[src/rtl/issue_sched.sv]
// Single-issue scheduler: picks one ready functional-unit queue per cycle and books
// its common-data-bus write-back slot so that no two results ever share a CDB cycle.
module issue_sched #(
   parameter int MULT_LAT = 4,
   parameter int DIV_LAT  = 7,
   parameter int SLOT_W   = 8
) (
   input  logic              clk,
   input  logic              reset,
   input  logic              ready_int,
   input  logic              ready_mult,
   input  logic              ready_div,
   input  logic              ready_ld_buf,
   output logic              issue_int,
   output logic              issue_mult,
   output logic              issue_div,
   output logic              issue_ld_buf,
   output logic              div_busy,
   output logic              cdb_busy_next,
   output logic [SLOT_W-1:0] cdb_res
);

   localparam int CNT_W = $clog2(DIV_LAT);

   localparam logic [SLOT_W-1:0] BOOK_1    = SLOT_W'(1);
   localparam logic [SLOT_W-1:0] BOOK_MULT = SLOT_W'(1) << (MULT_LAT - 1);
   localparam logic [SLOT_W-1:0] BOOK_DIV  = SLOT_W'(1) << (DIV_LAT - 1);
   localparam logic [CNT_W-1:0]  DIV_HOLD  = CNT_W'(DIV_LAT - 1);

   logic [SLOT_W-1:0] res_q, res_d;
   logic              rr_q, rr_d;
   logic [CNT_W-1:0]  div_cnt_q, div_cnt_d;

   logic elig_int, elig_mult, elig_div, elig_ld;
   logic gnt_int, gnt_mult, gnt_div, gnt_ld;
   logic [SLOT_W-1:0] book;

   always_comb begin
      // res[k] books the CDB for k+1 cycles ahead, so latency L tests bit L-1
      elig_int  = ready_int    && !res_q[0];
      elig_ld   = ready_ld_buf && !res_q[0];
      elig_mult = ready_mult   && !res_q[MULT_LAT-1];
      elig_div  = ready_div    && !res_q[DIV_LAT-1] && (div_cnt_q == '0);

      gnt_int  = 1'b0;
      gnt_mult = 1'b0;
      gnt_div  = 1'b0;
      gnt_ld   = 1'b0;
      if (!reset) begin
         if (elig_div)                             gnt_div  = 1'b1;
         else if (elig_mult)                       gnt_mult = 1'b1;
         else if (elig_int && (!rr_q || !elig_ld)) gnt_int  = 1'b1;
         else if (elig_ld)                         gnt_ld   = 1'b1;
      end

      book = '0;
      if (gnt_div)               book = BOOK_DIV;
      else if (gnt_mult)         book = BOOK_MULT;
      else if (gnt_int || gnt_ld) book = BOOK_1;
      res_d = (res_q | book) >> 1;

      rr_d = rr_q;
      if (gnt_int)     rr_d = 1'b1;
      else if (gnt_ld) rr_d = 1'b0;

      div_cnt_d = div_cnt_q;
      if (gnt_div)                div_cnt_d = DIV_HOLD;
      else if (div_cnt_q != '0)   div_cnt_d = div_cnt_q - CNT_W'(1);
   end

   always_ff @(posedge clk or posedge reset) begin
      if (reset) begin
         res_q     <= '0;
         rr_q      <= 1'b0;
         div_cnt_q <= '0;
      end else begin
         res_q     <= res_d;
         rr_q      <= rr_d;
         div_cnt_q <= div_cnt_d;
      end
   end

   assign issue_int     = gnt_int;
   assign issue_mult    = gnt_mult;
   assign issue_div     = gnt_div;
   assign issue_ld_buf  = gnt_ld;
   assign div_busy      = (div_cnt_q != '0);
   assign cdb_busy_next = res_q[0];
   assign cdb_res       = res_q;

endmodule

[config.mk]
export PLATFORM = sky130hd
export DESIGN_NAME = issue_sched
export DESIGN_NICKNAME = d
export VERILOG_FILES = /design/src/rtl/issue_sched.sv
export SDC_FILE = /design/constraint.sdc
export NUM_CORES = 1
export LEC_CHECK = 0
export ABC_CLOCK_PERIOD_IN_PS = 1990
export CAP_MARGIN = 20
export CORE_MARGIN = 5
export CORE_UTILIZATION = 30
export CTS_CLUSTER_DIAMETER = 80
export CTS_CLUSTER_SIZE = 28
export DETAILED_ROUTE_END_ITERATION = 6
export GPL_ROUTABILITY_DRIVEN = 0
export PLACE_DENSITY = 0.56
export SLEW_MARGIN = 40
export SYNTH_ARGS = -nofsm -noshare
export SYNTH_HDL_FRONTEND = slang
export SYNTH_SLANG_ARGS = --single-unit
[constraint.sdc]
create_clock -name clk -period 1.99 [get_ports clk]
set_clock_uncertainty 0.05 [all_clocks]
set_input_delay 0.398 -clock clk [delete_from_list [all_inputs] [get_ports clk]]
set_output_delay 0.398 -clock clk [all_outputs]
set_load 0.01 [all_outputs]
* Word level (Yosys, flattened, before mapping) *
Cells that the tools add are included.

word-level totals
  output and inout bits = 14
  flip-flop bits (word level) = 11
  input port bits = 6
  logic and storage cells = 43

operators by class
  reductions and logical operators = 17
  bitwise gates (word level) = 1
  $add $sub $neg = 1
  multiplexer cells = 21

operator list
  operator               number
  $mux W1                17
  $or A7 B8 Y8           1
  $mux W7                1
  $logic_and A1 B1 Y1    6
  $mux W3                2
  $logic_not A1 Y1       5
  $mux W4                1
  $reduce_bool A2 Y1     2
  $logic_not A3 Y1       1
  $reduce_bool A3 Y1     1
  $sub A3 B1 Y3 const B  1
  $logic_or A1 B1 Y1     2

* Logic depth before layout (Yosys ltp) *
Gate-level depths: netlist (run 1).

  depth after elaboration = 14
  gate-level depth with buffers = 5
  gate-level depth less buffers = 5

* Least setup slack after synthesis (run 1) *
OpenSTA, ideal clock, no wires.

  path kind = register to output
  from = register div_cnt_q[0]
  to = output port issue_mult
  cell stages (with the launch flop) = 5
  arrival = 1.145 ns
  required time = 1.542 ns
  buffers on the path = 0
  setup slack = 0.397 ns
  cell sequence = dfrtp_1 > inv_1 > ha_1 > nand3b_1 > nor4bb_1

on the way
  cells in the longest elaborated chain, start to end = 4

ends and longest elaborated chain
  what                      line  source
  start: declaration        32    logic [CNT_W-1:0] div_cnt_q, div_cnt_d;
  start signal: assignment  79    div_cnt_q <= div_cnt_d;
  $logic_not A3 Y1          43    elig_div = ready_div && !res_q[DIV_LAT-1] && (div_cnt_q == '0);
  $logic_and A1 B1 Y1       43
  $mux W1                   50    if (elig_div) gnt_div = 1'b1;
  $mux W1                   49    if (!reset) begin
  end: declaration          15    output logic issue_mult,

No other way between the ends.

* Worst setup path after layout (run 1) *
  from = input port ready_div
  to = output port issue_int

on the way
  cells in the longest elaborated chain, start to end = 4

ends and longest elaborated chain
  what                              line  source
  start: declaration                12    input logic ready_div,
  $logic_and A1 B1 Y1 (2 in a row)  43
  $mux W1                           50
  $mux W1                           49
  end: declaration                  14    output logic issue_int,

No other way between the ends.

==> results of run 1 <==
[flip-flops by register name, indices dropped and copies added (netlist names)]
name and cells:
rr_q 1, div_cnt_q 3, cdb_res 6
[power groups by stage]
| stage | clock network, mW | registers (mW) | logic [mW] |
|---|---|---|---|
| after floorplan | 0 | 0.297 | 0.190 |
| after global placement | 0 | 0.298 | 0.356 |
| after detailed placement | 0 | 0.302 | 0.363 |
| after CTS | 0.187 | 0.300 | 0.373 |
| after global routing | 0.195 | 0.313 | 0.433 |
| final | 0.177 | 0.301 | 0.388 |
[area by class of cell]
| cell class | instances | area [um^2] | area share |
|---|---|---|---|
| Inverter | 3 | 11.3 | 0.0142 |
| Tap cell | 16 | 20.0 | 0.0253 |
| Sequential cell | 10 | 250 | 0.316 |
| Multi-Input combinational cell | 26 | 204 | 0.258 |
| Timing Repair Buffer | 33 | 269 | 0.340 |
| Clock buffer | 4 | 36.3 | 0.0459 |
[stage by stage]
step	cell area (um^2)	total power, mW
3_3_place_gp	731	0.654
4_1_cts	781	0.860
6_report	791	0.867
2_1_floorplan	495	0.486
3_5_place_dp	731	0.664
5_1_grt	791	0.940
[how the worst max path moves through the flow]
| stage | start | to | slack [ns] | depth (start not counted) |
|---|---|---|---|---|
| floorplan | div_cnt_q[0] | issue_mult | 0.40 | 4 |
| global placement | ready_div | issue_ld_buf | -0.35 | 5 |
| detailed placement | ready_div | issue_ld_buf | -0.36 | 5 |
| CTS | reset | issue_ld_buf | -0.02 | 5 |
| global route | ready_div | issue_int | 0.006 | 5 |
| finish | ready_div | issue_int | 0.05 | 5 |
[layer usage]
metal / wire length [um] / vias to the layer above / global-route usage / part of all wire
li1: - / 208 / - / -
met4: 0 / 0 / 0.0511 / 0
met2: 542 / 16 / 0.155 / 0.51
met3: 99 / 0 / 0.0385 / 0.093
met5: 0 / - / 0 / 0
met1: 423 / 186 / 0.0962 / 0.40
[Yosys cell counts]
cell	n	area, um^2
a31oi_1	1	6.26
inv_1	3	11.3
nor2b_1	1	6.26
nand3b_1	1	7.51
and3_1	3	18.8
mux2i_1	1	10.0
a31o_2	1	8.76
nand2b_1	4	25.0
a21oi_1	2	10.0
nor4bb_1	1	10.0
a41oi_1	1	8.76
nor2_1	3	11.3
ha_1	2	25.0
nand2b_4	1	13.8
buf_4	7	52.6
a311oi_1	1	8.76
dfrtp_1	10	250
conb_1	1	3.75
nand2_1	1	3.75
[kinds of logic after synthesis]
family                     count (synthesis)  synth area share
buffers and inverters                     10             0.130
adders and majority gates                  2            0.0509
DFF                                       10             0.509
AOI/OAI and AO/OA                          6            0.0865
other                                      1           0.00763
and+or+nand+nor                           15             0.196
muxes                                      1            0.0204
[repair_timing]
item,4_1_cts,5_1_grt
setup buffers,2,1
gates resized for setup,18,5
setup endpoints to repair,5,4
pin swaps,1,2
==> results.py, run 1 <==
metrics = {
    "status": {
        "outcome": "complete, no violations",
    },
    "finish": {
        "syn_to_final_growth_pct": 60.8,
        "fin_cells": 92,
        "nFillCells": 151,
        "diodes": 0,
        "fin_util": 0.519,
        "nets": 85,
        "drive_gt1_frac": 0.421,
        "most-common-layout-cells": "buf_4 (16), clkdlybuf4s50_1 (12), dfrtp_1 (10)",
        "layout_commonest_cell": "buf_4",
    },
    "synth": {
        "synth-seq-cells": 10,
        "syn_inst": 45,
        "synth_cell_types": 19,
        "yosys_warnings": 0,
        "seq_area_frac_synth": 0.509,
        "netlist_area_um2": 492,
        "syn_area_per_cell_um2": 10.9,
    },
    "drt": {
        "drc": 0,
        "ant_nets": 0,
        "wl_per_cell_um": 11.6,
        "viasPerCell": 4.46,
        "wl_um": 1070,
        "vias": 410,
        "drt_iter0_drc": 0,
        "drt-pass1-iter-count": 1,
    },
    "floorplanning": {
        "die_x_um": 50.5,
        "start_util": 0.323,
        "io_pins": 20,
        "dieHeight_um": 50.5,
        "placementRows": 14,
        "dieArea_mm2": 0.00255,
        "core-area_mm2": 0.00152,
    },
    "power_and_ir_drop": {
        "internal-power_mw": 0.607,
        "ir_worst_vdd_mv": 0.563,
        "switching_share": 0.300,
        "powerDensity_mw_per_mm2": 1100,
        "leakagePower_nw": 0.398,
        "power_frac_comb": 0.448,
        "clkPwrFrac": 0.205,
        "power_switching_mw": 0.260,
        "seqPwrFrac": 0.348,
    },
    "sta": {
        "finalSetupTns_ns": 0,
        "rsz0062_at_grt": "false",
        "maxSlewViolCount": 0,
        "whs_ns": 0.324,
        "worst_slack_ns": 0.0471,
        "fmax_mhz": 515,
        "hold_violations": 0,
        "timing.final.crit_share": 0.976,
        "finalSetupViolations": 0,
        "post-route-min-period_ns": 1.94,
    },
    "global_routing": {
        "gr-usage-all-layers": 0.0924,
        "grt_max_degree": 8,
        "antenna_found_initial": 0,
        "grt-ovfl-total": 0,
        "grt_pass1_vias": 421,
        "grt_pass1_wl_um": 1800,
    },
    "job": {
        "drv_cap": 0,
    },
    "cts": {
        "cts_tree": "built",
        "numCtsBuffers": 3,
        "cts_max_level": 1,
        "path_clk_slew_ns": 0.06,
        "holdBufCountCts": 0,
        "clockRootBuffer": "clkbuf_4",
        "clock_path_buffers": 2,
        "cts_sinks": 10,
        "clkLatencyLatePin_ns": 0.26,
    },
    "worst_hold_path": {
        "holdPathEnd": "cdb_res[0]",
        "hp-start": "cdb_res[1]",
        "hold_path_depth": 0,
        "hold_path_class": "reg2reg",
    },
    "worst_setup_path": {
        "cp_slowest_cell": "clkdlybuf4s50_1",
        "critPathKind": "in2out",
        "cp.required_ns": 1.54,
        "critPathMaxStageDelay_ns": 0.49,
        "critPathMaxFanout": 3,
        "reg2reg_slack_ns": 0.49,
        "worstSetupEndpointType": "output port",
        "cp_num_buf_inv": 2,
        "reg2reg_depth": 8,
        "cp_top_family": "buffers and inverters",
        "crit_chain": "clkdlybuf4s50_1, nand3b_1, and3_4, and3_1, buf_2",
        "worstSetupStartpointType": "input port",
        "critPathArrivalTime_ns": 1.49,
        "reg2reg_to": "rr_q",
        "r2r_start": "div_cnt_q[0]",
    },
    "placement": {
        "dpl_worst_slack_ns": -0.364,
        "io_buffers": 17,
        "place_inst": 85,
        "hpwl_um": 833,
    },
}
(Power assumes the default switching activity.)
==> inputs of run 2 (changes only) <==
PLACE_DENSITY = not set   (was 0.56)
PLACE_DENSITY_LB_ADDON = 0.25   (was not set)
==> run 2 against run 1 <==
Net effect: non-clock buffer count decreased by 3; critical path depth decreased by 1; register-to-register slack improved by 0.08 ns; sequential share of layout area increased by 0.46 points; first-iteration DRC count increased by 3; wire length decreased by 5.0%; final area decreased by 1.4%; combinational power increased by 7.0%; global-route usage decreased by 0.77 points; final cell count decreased by 3.3%; worst setup slack improved by 0.021 ns; critical endpoint is now issue_mult.
==> results.py, run 2 (same netlist as run 1, synthesis figures left out) <==
metrics = {
    "status": {
        "outcome": "complete, no violations",
    },
    "worst_setup_path": {
        "critPathMaxFanout": 3,
        "r2r_start": "div_cnt_q[0]",
        "worstSetupStartpointType": "input port",
        "reg2reg_depth": 7,
        "startpoint": "reset",
        "critPathKind": "in2out",
        "critPathArrivalTime_ns": 1.47,
        "reg2reg_slack_ns": 0.57,
        "crit_end": "issue_mult",
        "worstSetupEndpointType": "output port",
        "reg2reg_to": "rr_q",
        "cp.required_ns": 1.54,
    },
    "floorplanning": {
        "dieHeight_um": 50.5,
        "io_pins": 20,
        "start_util": 0.323,
        "core-area_mm2": 0.00152,
        "die_x_um": 50.5,
        "placementRows": 14,
        "dieArea_mm2": 0.00255,
    },
    "sta": {
        "post-route-min-period_ns": 1.92,
        "hold_violations": 0,
        "maxSlewViolCount": 0,
        "finalSetupTns_ns": 0,
        "whs_ns": 0.321,
        "worst_slack_ns": 0.0680,
        "finalSetupViolations": 0,
        "timing.final.crit_share": 0.966,
        "fmax_mhz": 520,
    },
    "placement": {
        "place_inst": 82,
        "hpwl_um": 770,
        "place_area_um2": 708,
        "io_buffers": 17,
        "dpl_worst_slack_ns": -0.356,
    },
    "finish": {
        "nFillCells": 145,
        "postLayoutCellArea_um2": 779,
        "most-common-layout-cells": "buf_4 (13), clkdlybuf4s50_1 (11), dfrtp_1 (10)",
        "layout_commonest_cell": "buf_4",
        "largest_reg_flops": 6,
        "drive_gt1_frac": 0.384,
        "fin_cells": 89,
        "syn_to_final_growth_pct": 58.5,
        "nets": 82,
        "diodes": 0,
        "fin_util": 0.511,
    },
    "power_and_ir_drop": {
        "powerDensity_mw_per_mm2": 1150,
        "total_power_mw": 0.896,
        "ir_worst_vdd_mv": 0.570,
        "leakagePower_nw": 0.402,
    },
    "global_routing": {
        "grt-ovfl-total": 0,
        "antenna_found_initial": 0,
        "gr-usage-all-layers": 0.0846,
        "grt_max_degree": 9,
        "grt_pass1_wl_um": 1640,
        "grt_pass1_vias": 381,
    },
    "drt": {
        "wl_per_cell_um": 11.4,
        "drt-pass1-iter-count": 4,
        "viasPerCell": 4.49,
        "wl_um": 1010,
        "drt_iter0_drc": 3,
        "vias": 400,
        "ant_nets": 0,
        "drc": 0,
    },
    "cts": {
        "holdBufCountCts": 0,
        "cts_tree": "built",
        "cts_sinks": 10,
        "numCtsBuffers": 3,
        "cts_max_level": 1,
        "clockRootBuffer": "clkbuf_4",
        "path_clk_slew_ns": 0.07,
        "clock_path_buffers": 2,
        "clkLatencyLatePin_ns": 0.26,
    },
    "job": {
        "drv_cap": 0,
    },
    "worst_hold_path": {
        "hold_path_class": "reg2reg",
    },
}
-- run 2: repair_timing --
action / 4_1_cts / 5_1_grt
cloned: 0 / 0
endpoints found under the setup margin: 5 / 5
pin swaps: 2 / 3
resized for setup: 15 / 8
setup buffers: 2 / 1
-- run 2: how the worst min path moves through the flow --
| stage | end | cells past startpoint | slack (ns) | start |
|---|---|---|---|---|
| 5_1_grt | cdb_res[0] | 0 | 0.33 | cdb_res[1] |
| 6_report | cdb_res[0] | 0 | 0.32 | cdb_res[1] |
| 3_5_place_dp | cdb_res[0] | 0 | 0.31 | cdb_res[1] |
| 3_3_place_gp | cdb_res[3] | 0 | 0.31 | cdb_res[4] |
| 2_1_floorplan | cdb_res[0] | 1 | 0.20 | reset |
| 4_1_cts | cdb_res[0] | 0 | 0.32 | cdb_res[1] |
-- run 2: where the power goes --
part / leakage, nW / total (mW) / switching, mW / internal, mW
Sequential: 0.126 / 0.300 / 0.0375 / 0.262
Clock: 0.0210 / 0.181 / 0.0701 / 0.111
Combinational: 0.255 / 0.415 / 0.165 / 0.250
Total: 0.402 / 0.896 / 0.273 / 0.623
-- run 2: layer usage --
| layer | wire, um | vias up | track usage |
|---|---|---|---|
| met4 | 0 | 0 | 0.0255 |
| met2 | 444 | 18 | 0.118 |
| met5 | 0 | - | 0 |
| li1 | - | 200 | - |
| met1 | 443 | 182 | 0.102 |
| met3 | 124 | 0 | 0.0621 |
-- run 2: area by class of cell --
| type | instances | area [um^2] | area share |
|---|---|---|---|
| Sequential cell | 10 | 250 | 0.321 |
| Timing Repair Buffer | 30 | 253 | 0.324 |
| Inverter | 3 | 11.3 | 0.0144 |
| Tap cell | 16 | 20.0 | 0.0257 |
| Clock buffer | 4 | 36.3 | 0.0465 |
| Multi-Input combinational cell | 26 | 209 | 0.268 |
-- run 2: worst max-delay path, stage by stage --
cell	delay (ns)
clkdlybuf4s50_1	0.42
buf_4	0.15
nor4bb_1	0.23
dlygate4sd1_1	0.28
